**config.mk**
```make
export PLATFORM = sky130hd
export DESIGN_NAME = gpr_writeback
export DESIGN_NICKNAME = d
export VERILOG_FILES = /design/src/rtl/gpr_writeback.sv
export SDC_FILE = /design/constraint.sdc
export NUM_CORES = 1
export LEC_CHECK = 0
export ABC_AREA = 1
export CAP_MARGIN = 20
export CORE_MARGIN = 2
export CORE_UTILIZATION = 46
export CTS_CLUSTER_SIZE = 14
export DETAILED_ROUTE_END_ITERATION = 6
export GPL_TIMING_DRIVEN = 0
export PLACE_DENSITY = 0.83
export SKIP_CTS_REPAIR_TIMING = 1
export SYNTH_ARGS = -nofsm -noshare
export SYNTH_HDL_FRONTEND = slang
export SYNTH_SLANG_ARGS = --single-unit
```
**constraint.sdc**
```tcl
create_clock -name clock -period 1.87 [get_ports clock]
set_clock_uncertainty 0.15 [all_clocks]
set_input_delay 0.187 -clock clock [delete_from_list [all_inputs] [get_ports clock]]
set_output_delay 0.187 -clock clock [all_outputs]
set_load 0.05 [all_outputs]
```
**src/rtl/gpr_writeback.sv**
```systemverilog
// MEM->WB pipeline register for the general-purpose register file write port.
// It performs load byte/half extraction, misalignment detection and retirement counting.
module gpr_writeback #(
  parameter int unsigned DATA_WIDTH = 32,
  parameter int unsigned ADDR_WIDTH = 5
) (
  input  logic                  clock,
  input  logic                  reset,
  input  logic                  stall,
  input  logic                  flush,
  input  logic                  mem_valid,
  input  logic                  mem_write_enable,
  input  logic [ADDR_WIDTH-1:0] mem_write_addr,
  input  logic [DATA_WIDTH-1:0] mem_alu_result,
  input  logic                  mem_load_enable,
  input  logic [2:0]            mem_load_op,
  input  logic [DATA_WIDTH-1:0] mem_load_data,
  input  logic [1:0]            mem_byte_offset,
  output logic                  write_enable,
  output logic [ADDR_WIDTH-1:0] write_addr,
  output logic [DATA_WIDTH-1:0] write_data,
  output logic                  load_misaligned,
  output logic [31:0]           retired_count
);

  localparam int unsigned CNT_WIDTH = 32;

  localparam logic [2:0] OP_LB  = 3'd0;
  localparam logic [2:0] OP_LBU = 3'd1;
  localparam logic [2:0] OP_LH  = 3'd2;
  localparam logic [2:0] OP_LHU = 3'd3;
  localparam logic [2:0] OP_LW  = 3'd4;

  logic                  write_enable_q, write_enable_d;
  logic [ADDR_WIDTH-1:0] write_addr_q, write_addr_d;
  logic [DATA_WIDTH-1:0] write_data_q, write_data_d;
  logic                  load_misaligned_q, load_misaligned_d;
  logic [CNT_WIDTH-1:0]  retired_count_q, retired_count_d;

  logic [7:0]            byte_sel;
  logic [15:0]           half_sel;
  logic [DATA_WIDTH-1:0] load_value;
  logic                  misaligned;
  logic                  reserved_op;

  // Big-endian lane selection and load extension.
  always_comb begin
    byte_sel    = mem_load_data[31:24];
    half_sel    = mem_byte_offset[1] ? mem_load_data[15:0] : mem_load_data[31:16];
    load_value  = mem_load_data;
    misaligned  = 1'b0;
    reserved_op = 1'b0;
    case (mem_byte_offset)
      2'd1:    byte_sel = mem_load_data[23:16];
      2'd2:    byte_sel = mem_load_data[15:8];
      2'd3:    byte_sel = mem_load_data[7:0];
      default: byte_sel = mem_load_data[31:24];
    endcase
    case (mem_load_op)
      OP_LB:   load_value = DATA_WIDTH'({{24{byte_sel[7]}}, byte_sel});
      OP_LBU:  load_value = DATA_WIDTH'({24'd0, byte_sel});
      OP_LH: begin
        load_value = DATA_WIDTH'({{16{half_sel[15]}}, half_sel});
        misaligned = mem_byte_offset[0];
      end
      OP_LHU: begin
        load_value = DATA_WIDTH'({16'd0, half_sel});
        misaligned = mem_byte_offset[0];
      end
      OP_LW: begin
        load_value = mem_load_data;
        misaligned = (mem_byte_offset != 2'd0);
      end
      default: reserved_op = 1'b1;
    endcase
    // Non-load instructions ignore the load op and offset entirely.
    if (!mem_load_enable) begin
      misaligned  = 1'b0;
      reserved_op = 1'b0;
    end
  end

  // Capture priority: flush bubble, then stall hold, then normal capture.
  always_comb begin
    write_enable_d    = write_enable_q;
    write_addr_d      = write_addr_q;
    write_data_d      = write_data_q;
    load_misaligned_d = load_misaligned_q;
    retired_count_d   = retired_count_q;
    if (flush) begin
      write_enable_d    = 1'b0;
      write_addr_d      = '0;
      write_data_d      = '0;
      load_misaligned_d = 1'b0;
    end else if (!stall) begin
      write_enable_d    = mem_valid & mem_write_enable & (mem_write_addr != '0)
                          & ~misaligned & ~reserved_op;
      write_addr_d      = mem_write_addr;
      write_data_d      = mem_load_enable ? load_value : mem_alu_result;
      load_misaligned_d = mem_valid & misaligned;
      if (mem_valid) begin
        retired_count_d = retired_count_q + CNT_WIDTH'(1);
      end
    end
  end

  always_ff @(posedge clock or negedge reset) begin
    if (!reset) begin
      write_enable_q    <= 1'b0;
      write_addr_q      <= '0;
      write_data_q      <= '0;
      load_misaligned_q <= 1'b0;
      retired_count_q   <= '0;
    end else begin
      write_enable_q    <= write_enable_d;
      write_addr_q      <= write_addr_d;
      write_data_q      <= write_data_d;
      load_misaligned_q <= load_misaligned_d;
      retired_count_q   <= retired_count_d;
    end
  end

  assign write_enable    = write_enable_q;
  assign write_addr      = write_addr_q;
  assign write_data      = write_data_q;
  assign load_misaligned = load_misaligned_q;
  assign retired_count   = retired_count_q;

endmodule
```
# Yosys cells after proc, flatten, opt, wreduce, memory -nomap -nowiden
# Index checks and enable logic that the tools add are counted.
[classes]
add_sub_neg = 1
n_eq_ne = 8
mux = 16
bitwise_logic = 9
n_reduce_logical = 6
[op_table]
columns = ["operator", "count"]
rows = [
  ["32-bit one-hot mux with 4 select lines", 1],
  ["32-bit 2-to-1 mux", 3],
  ["32-bit by 1-bit adder with 32-bit output, second input constant", 1],
  ["8-bit one-hot mux with 3 select lines", 1],
  ["16-bit 2-to-1 mux", 1],
  ["5-bit 2-to-1 mux", 2],
  ["1-bit 2-to-1 mux", 7],
  ["3-bit by 2-bit equality test with 1-bit output, second input constant", 2],
  ["1-bit bitwise AND", 5],
  ["5-bit nonzero test", 1],
  ["5-bit OR reduction", 1],
  ["2-bit equality test, second input constant", 2],
  ["1-bit inverter", 4],
  ["3-bit by 1-bit equality test with 1-bit output, second input constant", 1],
  ["3-bit equality test, second input constant", 1],
  ["3-bit zero test", 1],
  ["3-bit AND reduction", 1],
  ["2-bit by 1-bit equality test with 1-bit output, second input constant", 1],
  ["2-bit by 1-bit inequality test with 1-bit output, second input constant", 1],
  ["1-bit one-hot mux with 2 select lines", 1],
  ["2-bit nonzero test", 1],
  ["2-bit OR reduction", 1],
]
[totals]
register_bits = 71
inputBits = 81
output_inout_bits = 71
word_cells = 45

# Logic depth before layout (Yosys ltp)
# Gate-level depths: netlist of run 1.
[logic_depth]
ltp_word = 9
depth_mapped = 10

# Least setup slack after synthesis of run 1
# No wires, ideal clock.
[synth_timing]
path_type = "register -> register"
start = "register retired_count_q[1] (netlist: retired_count[1])"
end = "register retired_count_q[28] (netlist: retired_count[28])"
setup_time_ps = 118
t_arrival_ps = 1607
required_time_ps = 1602
path_slack_ps = -5
path_stages_with_launch = 11
path_buffers = 0
synth_period_minus_slack_ps = 1875
cell_sequence = "dfrtp_1 -> ha_1 -> inv_1 -> nor2_1 -> inv_1 -> nor2_1 -> nand2_1 -> nand2_1 -> nand2_1 -> nand2_1 -> nand2_1"
[synth_via]
elab_chain_len = 1
[synth_rtl]
columns = ["element", "line", "text"]
rows = [
  ["from (decl)", "38", "logic [CNT_WIDTH-1:0] retired_count_q, retired_count_d;"],
  ["from (signal assigned)", "119", "retired_count_q <= retired_count_d;"],
  ["32-bit by 1-bit adder with 32-bit output", "102", "retired_count_d = retired_count_q + CNT_WIDTH'(1);"],
]
# No other way between the ends.
# A chain may end at the register's enable or synchronous reset.

# Worst setup path after layout of run 1
[layout_timing]
start = "register retired_count_q[4] (netlist: retired_count[4])"
end = "register retired_count_q[18] (netlist: retired_count[18])"
# Same word-level chain as after synthesis.

==> impl_metrics.toml, run 1 <==
[worst_setup_path]
crit_top_cell = "nand2_1"
regToRegSetupSlack_ps = 130
worstPathMaxFanout = 4
cp-start-kind = "flip-flop"
crit_arrival_ps = 1840
reg2reg_to = "retired_count[18]"
crit_path_max_incr_delay_ps = 450
reg2reg_from = "retired_count[4]"
path_class = "reg2reg"
path_cells = "nand2_1, nor2_1, inv_1, nor2_1, nand4_1, nand2_1, nand2_1"
slowest_stage = "dfrtp_1"
ff2ff_path_depth = 7
end_kind = "flip-flop"
crit_required_ps = 1970

[min_path]
worstHoldPathCells = 3
hold_path.class = "in2reg"
holdCritStartpoint = "mem_write_addr[0]"
min_delay_worst_endpoint = "write_addr[0]"

[power]
power_density_nw_per_um2 = 672
leakagePower_nw = 4.19
total_power_mw = 4.39
irDropWorstVdd_v = 0.000425

[detailed_routing]
routedWlPerCell_um = 16.0
drt_iter0_markers = 328
drc = 0
dr.pass1.iters = 5
vias = 5095
postRouteAntennaNets = 0
viasPerCell = 5.25
drt-total-wl_mm = 15.5

[layout]
register_area_um2 = 1780
area_growth_pct = 46.3
stdcell_count = 970
multi_input_area_um2 = 2370
final_nets = 918
diodes = 0
fillers = 794
drive_above_1_share = 0.0702

[global_route]
grt-ovfl-total = 0
grt_pass1_wl_mm = 24.8
antenna_found_initial = 0
grt_pass1_vias = 5057
grt_use_total = 0.310
grt_max_degree = 72

[sta]
setup_viol = 0
timing.final.crit_share = 0.931
hold_violations = 0
slew_violations = 0
fmax_mhz = 574
fin_crit_ps = 1740
slew_headroom = 0.386
setup_ws_ps = 128
worst_slew_pin_slew_ps = 920

[status]
status = "completed"

[cts]
cts.clk_slew.worst_paths_ps = 80
cts_tree = "built"
cts_buffers = 9
cts_sinks = 71
cts-root-buf = "clkbuf_8"
clockBufferDepth = 2
htree_levels = 3
insertion_delay_ps = 350

[synthesis]
ys_types = 32
ys_seq_area_frac = 0.397
synth_area_per_cell_um2 = 6.63
yosysWarningCount = 0
syn_nets = 756
syn_area_um2 = 4470
synthCells = 674
synth_seq_cells = 71

[placement]
io_buffer_count = 150
dp.cells = 953
pre_cts_ws_ps = -243
dpl.hpwl_mm = 12.1
gp_congestion = 0.918

[floorplan]
design.portCount = 152
fp.dieH_um = 103
core_area_um2 = 9330
initial_core_util = 0.479
rows = 35
die_w_um = 103
dieArea_um2 = 10500

[run]
maxCapViolations = 0
[metal layers]
| layer | part of all wire | global-route usage |
|---|---|---|
| met5 | 0 | 0 |
| met4 | 0.035 | 0.124 |
| met3 | 0.084 | 0.0705 |
| met2 | 0.48 | 0.515 |
| met1 | 0.40 | 0.391 |
[cell usage after synthesis (all sizes together)]
cell    count  area share
clkbuf      7      0.0059
a22oi       7       0.012
inv        58       0.049
nand2     305        0.26
buf        17       0.021
ha          1      0.0028
a22o        1      0.0020
o21bai      1      0.0017
xor2        9       0.018
o21ai      21       0.024
nand4       8       0.015
xnor2       5      0.0098
nor2       86       0.075
clkinv      1     0.00084
a31oi       9       0.013
o221a       7       0.018
o211a       1      0.0022
dfrtp      71        0.40
nand3      46       0.057
nor3        3      0.0056
o211ai      7       0.012
o22ai       1      0.0014
nand3b      2      0.0034
[worst max-delay path by stage]
stage | start | end | slack [ps]
2_1_floorplan | retired_count[0] | retired_count[28] | 0.9
3_3_place_gp | reset | retired_count[1] | -2220
3_5_place_dp | flush | retired_count[18] | -240
4_1_cts | retired_count[27] | retired_count[27] | -150
5_1_grt | retired_count[12] | retired_count[30] | -40
6_report | retired_count[4] | retired_count[18] | 130
[sequential cells by signal (all words and copies together), names as in the netlist]
| name | count |
|---|---|
| load_misaligned | 1 |
| write_enable | 1 |
| retired_count | 32 |
| write_addr | 5 |
| write_data | 32 |
[kinds of logic after synthesis]
| family | count (synthesis) | synth area share |
|---|---|---|
| simple gates | 450 | 0.412 |
| buf+inv | 83 | 0.0764 |
| flops | 71 | 0.397 |
| compound gates | 55 | 0.0845 |
| xor+xnor | 14 | 0.0274 |
| fa+ha+maj | 1 | 0.00280 |
[stage by stage]
step	setup TNS, ps	area (um^2)	hold WS (ps)	utilization
6_report	0	6540	265	0.701
5_1_grt	-41.2	6540	277	0.701
4_1_cts	-3760	6340	-154	0.680
3_5_place_dp	-4900	6130	230	0.658
3_3_place_gp	-141690	6140	313	0.658
2_1_floorplan	0	4470	-259	-
[where the power goes]
| part | switching, mW | internal, mW | leakage, nW |
|---|---|---|---|
| Clock | 0.655 | 0.660 | 0.103 |
| Combinational | 0.839 | 0.475 | 3.13 |
| Sequential | 0.122 | 1.64 | 0.957 |
| Total | 1.62 | 2.78 | 4.19 |
[critical path: cells and delay by family, from the launching register on]
family / cells / cell delay, ps
simple gates: 6 / 970
flops: 1 / 450
buf+inv: 1 / 70
[area by class of cell]
| type | count | share of cell area |
|---|---|---|
| Clock inverter | 6 | 0.0105 |
| Multi-Input combinational cell | 520 | 0.362 |
| Sequential cell | 71 | 0.272 |
| Timing Repair Buffer | 151 | 0.258 |
| Inverter | 59 | 0.0338 |
| Buffer | 24 | 0.0184 |
| Tap cell | 129 | 0.0247 |
| Clock buffer | 10 | 0.0210 |
[layout by cell type (no fill, tap or decap), drive strengths merged]
| master | n |
|---|---|
| nand3b | 2 |
| clkbuf | 17 |
| nand3 | 46 |
| dlymetal6s2s | 71 |
| dlygate4sd3 | 1 |
| a22oi | 7 |
| o22ai | 1 |
| a22o | 1 |
| clkdlybuf4s50 | 78 |
| o221a | 7 |
| xor2 | 9 |
| nor3 | 3 |
| o211a | 1 |
| buf | 18 |
| clkinv | 4 |
| a31oi | 9 |
| nand4 | 8 |
| nor2 | 86 |
| o211ai | 7 |
| inv | 59 |
| nand2 | 305 |
| o21ai | 21 |
| o21bai | 1 |
| dfrtp | 71 |
| ha | 1 |
| bufinv | 1 |
| xnor2 | 5 |
| clkinvlp | 1 |
(Power assumes the default switching activity.)
==> run 2, diff against run 1 <==
--- a/config.mk
+++ b/config.mk
@@ -11,7 +11,7 @@
 export CORE_UTILIZATION = 46
 export CTS_CLUSTER_SIZE = 14
 export DETAILED_ROUTE_END_ITERATION = 6
-export GPL_TIMING_DRIVEN = 0
+export GPL_TIMING_DRIVEN = 1
 export PLACE_DENSITY = 0.83
 export SKIP_CTS_REPAIR_TIMING = 1
 export SYNTH_ARGS = -nofsm -noshare
==> impl_metrics.toml, run 2 (same netlist as run 1, synthesis figures left out) <==
[status]
status = "completed"

[detailed_routing]
drt_iter0_markers = 308
viasPerCell = 5.26
postRouteAntennaNets = 0
drt-total-wl_mm = 15.1
drc = 0
routedWlPerCell_um = 15.4
dr.pass1.iters = 5
vias = 5147

[worst_setup_path]
path_cells = "clkdlybuf4s50_1"
cp-endpoint = "write_data[19]"
regToRegSetupSlack_ps = 160
reg2reg_from = "retired_count[1]"
cp-start-kind = "flip-flop"
end_kind = "primary output"
ff2ff_path_depth = 10
crit_cells = 1
crit_required_ps = 1530
critPathLaunch = "write_data[19]"
reg2reg_to = "retired_count[28]"
crit_arrival_ps = 1500
path_buf_inv = 1
slowest_stage = "clkdlybuf4s50_1"
path_class = "reg2out"
critical_path.top_delay_family = "buffers and inverters"
crit_path_max_incr_delay_ps = 800
worstPathMaxFanout = 2

[placement]
pre_cts_ws_ps = -44.8
io_buffer_count = 151
dp.cells = 962
dpl_cell_area_um2 = 6170
dpl.hpwl_mm = 11.8
gp_congestion = 0.988

[sta]
hold_violations = 0
setup_ws_ps = 31.5
slew_headroom = 0.642
fmax_mhz = 544
setup_viol = 0
slew_violations = 0
timing.final.crit_share = 0.983
whs_ps = 100
worst_slew_pin_slew_ps = 536
rsz0062_at_grt = "no"
fin_crit_ps = 1840

[min_path]
hold_path.class = "in2reg"

[power]
leakagePower_nw = 3.40
power_density_nw_per_um2 = 679
irDropWorstVdd_v = 0.000399

[global_route]
antenna_found_initial = 0
grt-ovfl-total = 0
grt_pass1_vias = 5153
grt_use_total = 0.298
grt_pass1_wl_mm = 24.4
grt_max_degree = 72

[cts]
cts_sinks = 71
insertion_delay_ps = 350
htree_levels = 3
clockBufferDepth = 2
cts_buffers = 9
cts_tree = "built"
cts-root-buf = "clkbuf_8"
cts.clk_slew.worst_paths_ps = 90

[floorplan]
dieArea_um2 = 10500
initial_core_util = 0.479
design.portCount = 152
core_area_um2 = 9330
die_w_um = 103
rows = 35
fp.dieH_um = 103

[layout]
drive_above_1_share = 0.154
diodes = 0
finalInstanceArea_um2 = 6410
final_cell_mix = "304 x nand2_1, 85 x buf_4, 79 x nor2_1, 79 x clkdlybuf4s50_1, 70 x dfrtp_1"
stdcell_count = 979
area_growth_pct = 43.3
final_nets = 927
final_common_cell = "nand2_1"

[run]
maxCapViolations = 0
[run 2: changes by cell type in the layout (fill, tap and decap cells not counted), sizes merged]
cell / change
clkdlybuf4s50: +1
dlymetal6s2s: -58
buf: +73
clkinvlp: +1
clkbuf: -8
[run 2: layout make-up]
class                      count  area [um^2]
clock buffer                   9          124
clock inverter                 7         72.6
fill                         827         2920
inverter                      59          221
multi-input combinational    520         2360
sequential                    71         1780
tap                          129          161
timing repair buffer         184         1690
[run 2: how the worst min path moves through the flow]
stage	from	to	slack, ps	depth (start not counted)
CTS	reset	retired_count[20]	-290	2
floorplan	reset	load_misaligned	-260	0
detailed placement	reset	write_data[29]	100	2
finish	mem_load_enable	load_misaligned	100	3
global route	mem_load_enable	load_misaligned	130	3
global placement	reset	write_data[30]	90	2
[run 2: where the power goes]
part	switching [mW]	internal, mW	leakage [nW]
clock	0.637	0.618	0.0956
sequential	0.114	1.64	0.957
combinational	0.849	0.493	2.35
total	1.60	2.75	3.40
[run 2: metrics by stage]
| step | util | TNS, ps | power (mW) |
|---|---|---|---|
| 2_1_floorplan | - | 0 | 2.50 |
| 3_3_place_gp | 0.661 | -75.9 | 3.10 |
| 3_5_place_dp | 0.661 | -470 | 3.11 |
| 4_1_cts | 0.682 | -212 | 4.37 |
| 5_1_grt | 0.687 | 0 | 4.55 |
| 6_report | 0.687 | 0 | 4.35 |
[run 2: routing by layer]
layer | GRT usage | up-vias | share of wire
met2 | 0.507 | 243 | 0.47
li1 | - | 2476 | -
met5 | 0 | - | 0
met4 | 0.120 | 0 | 0.032
met3 | 0.0685 | 48 | 0.083
met1 | 0.367 | 2380 | 0.41
==> run 3, diff against run 2 <==
--- a/config.mk
+++ b/config.mk
@@ -8,11 +8,12 @@
 export ABC_AREA = 1
 export CAP_MARGIN = 20
 export CORE_MARGIN = 2
-export CORE_UTILIZATION = 46
+export CORE_UTILIZATION = 48
+export CTS_BUF_LIST = sky130_fd_sc_hd__clkbuf_2
 export CTS_CLUSTER_SIZE = 14
 export DETAILED_ROUTE_END_ITERATION = 6
 export GPL_TIMING_DRIVEN = 1
-export PLACE_DENSITY = 0.83
+export PLACE_DENSITY = 0.86
 export SKIP_CTS_REPAIR_TIMING = 1
 export SYNTH_ARGS = -nofsm -noshare
 export SYNTH_HDL_FRONTEND = slang
==> impl_metrics.toml, run 3 (same netlist as run 1, synthesis figures left out) <==
[placement]
pre_cts_ws_ps = -169
dp.cells = 938
dpl.hpwl_mm = 11.9
io_buffer_count = 151
gp_congestion = 0.964

[layout]
stdcell_count = 957
final_nets = 923
final_cell_mix = "304 x nand2_1, 82 x buf_4, 78 x clkdlybuf4s50_1"
area_growth_pct = 41.0
drive_above_1_share = 0.151
final_common_cell = "nand2_1"
diodes = 0

[detailed_routing]
dr.pass1.iters = 5
vias = 5101
drc = 0
viasPerCell = 5.33
drt_iter0_markers = 330
postRouteAntennaNets = 0
routedWlPerCell_um = 15.8
drt-total-wl_mm = 15.1

[sta]
slew_headroom = 0.446
tns_ps = 0
fin_crit_ps = 1770
rsz0062_at_grt = "no"
fmax_mhz = 564
whs_ps = -3.06
slew_violations = 0
timing.final.crit_share = 0.948
setup_ws_ps = 97.9
hold_violations = 1
worst_slew_pin_slew_ps = 829
setup_viol = 0

[floorplan]
dieArea_um2 = 10100
initial_core_util = 0.489
core_area_um2 = 9150
fp.dieH_um = 101
rows = 35
die_w_um = 101
design.portCount = 152

[cts]
insertion_delay_ps = 520
cts_sinks = 71
htree_levels = 3
cts.clk_slew.worst_paths_ps = 240
cts-root-buf = "clkbuf_2"
clockBufferDepth = 2
cts_tree = "built"
cts_buffers = 9

[worst_setup_path]
reg2reg_to = "retired_count[15]"
path_class = "reg2out"
crit_cells = 1
regToRegSetupSlack_ps = 140
crit_required_ps = 1530
slowest_stage = "dlymetal6s2s_1"
crit_arrival_ps = 1440
worstPathMaxFanout = 2
end_kind = "primary output"
critical_path.top_delay_family = "buffers and inverters"
path_buf_inv = 1
cp-start-kind = "flip-flop"
cp-endpoint = "write_data[31]"
ff2ff_path_depth = 10
critPathLaunch = "write_data[31]"
path_cells = "dlymetal6s2s_1"
reg2reg_from = "retired_count[0]"
crit_path_max_incr_delay_ps = 490

[power]
irDropWorstVdd_v = 0.000342
total_power_mw = 4.18
leakagePower_nw = 3.36
power_density_nw_per_um2 = 662

[global_route]
grt_pass1_wl_mm = 24.2
grt_use_total = 0.308
antenna_found_initial = 0
grt_max_degree = 55
grt-ovfl-total = 0
grt_pass1_vias = 4960

[run]
maxCapViolations = 0

[status]
violations = "negative hold slack"
status = "complete, but fails checks"

[min_path]
hold_path.class = "in2async"
run 3: cell types whose count changed in the layout (fill, tap and decap cells not counted), moves of 2 or more:
cell / previous run / this run
clkbuf_2: 0 / 9
clkbuf_8: 9 / 0
buf_4: 85 / 82
clkinv_2: 2 / 0
dlygate4sd3_1: 1 / 3
nor2_1: 79 / 77
nor2_2: 7 / 9
run 3: worst min-delay path by stage:
stage          start                 to  slack, ps  depth (start not counted)
6_report       reset  retired_count[20]         -3                          3
5_1_grt        reset  retired_count[13]          3                          3
4_1_cts        reset     write_data[17]       -680                          1
3_5_place_dp   reset     write_data[23]        -70                          1
3_3_place_gp   reset     write_data[23]        -70                          1
2_1_floorplan  reset    load_misaligned       -260                          0
run 3: cell type report:
type | instances | area, um^2
Sequential cell | 71 | 1780
Tap cell | 111 | 139
Clock buffer | 9 | 45.0
Inverter | 59 | 221
Clock inverter | 7 | 104
Multi-Input combinational cell | 520 | 2370
Timing Repair Buffer | 180 | 1650
Fill cell | 782 | 2850
run 3: stage by stage:
step,utilization,cell area (um^2)
floorplan,-,4470
detailed placement,0.665,6090
global route,0.689,6310
global placement,0.665,6090
CTS,0.681,6230
finish,0.689,6310
run 3: routing by layer:
layer / wire length (um) / global-route usage / up-vias
met5: 0 / 0 / -
li1: - / - / 2455
met3: 1250 / 0.0666 / 18
met2: 7200 / 0.509 / 276
met1: 6390 / 0.410 / 2352
met4: 246 / 0.0896 / 0
run 3: where the power goes:
group | internal [mW] | switching (mW)
Clock | 0.458 | 0.631
Combinational | 0.489 | 0.839
Sequential | 1.65 | 0.112
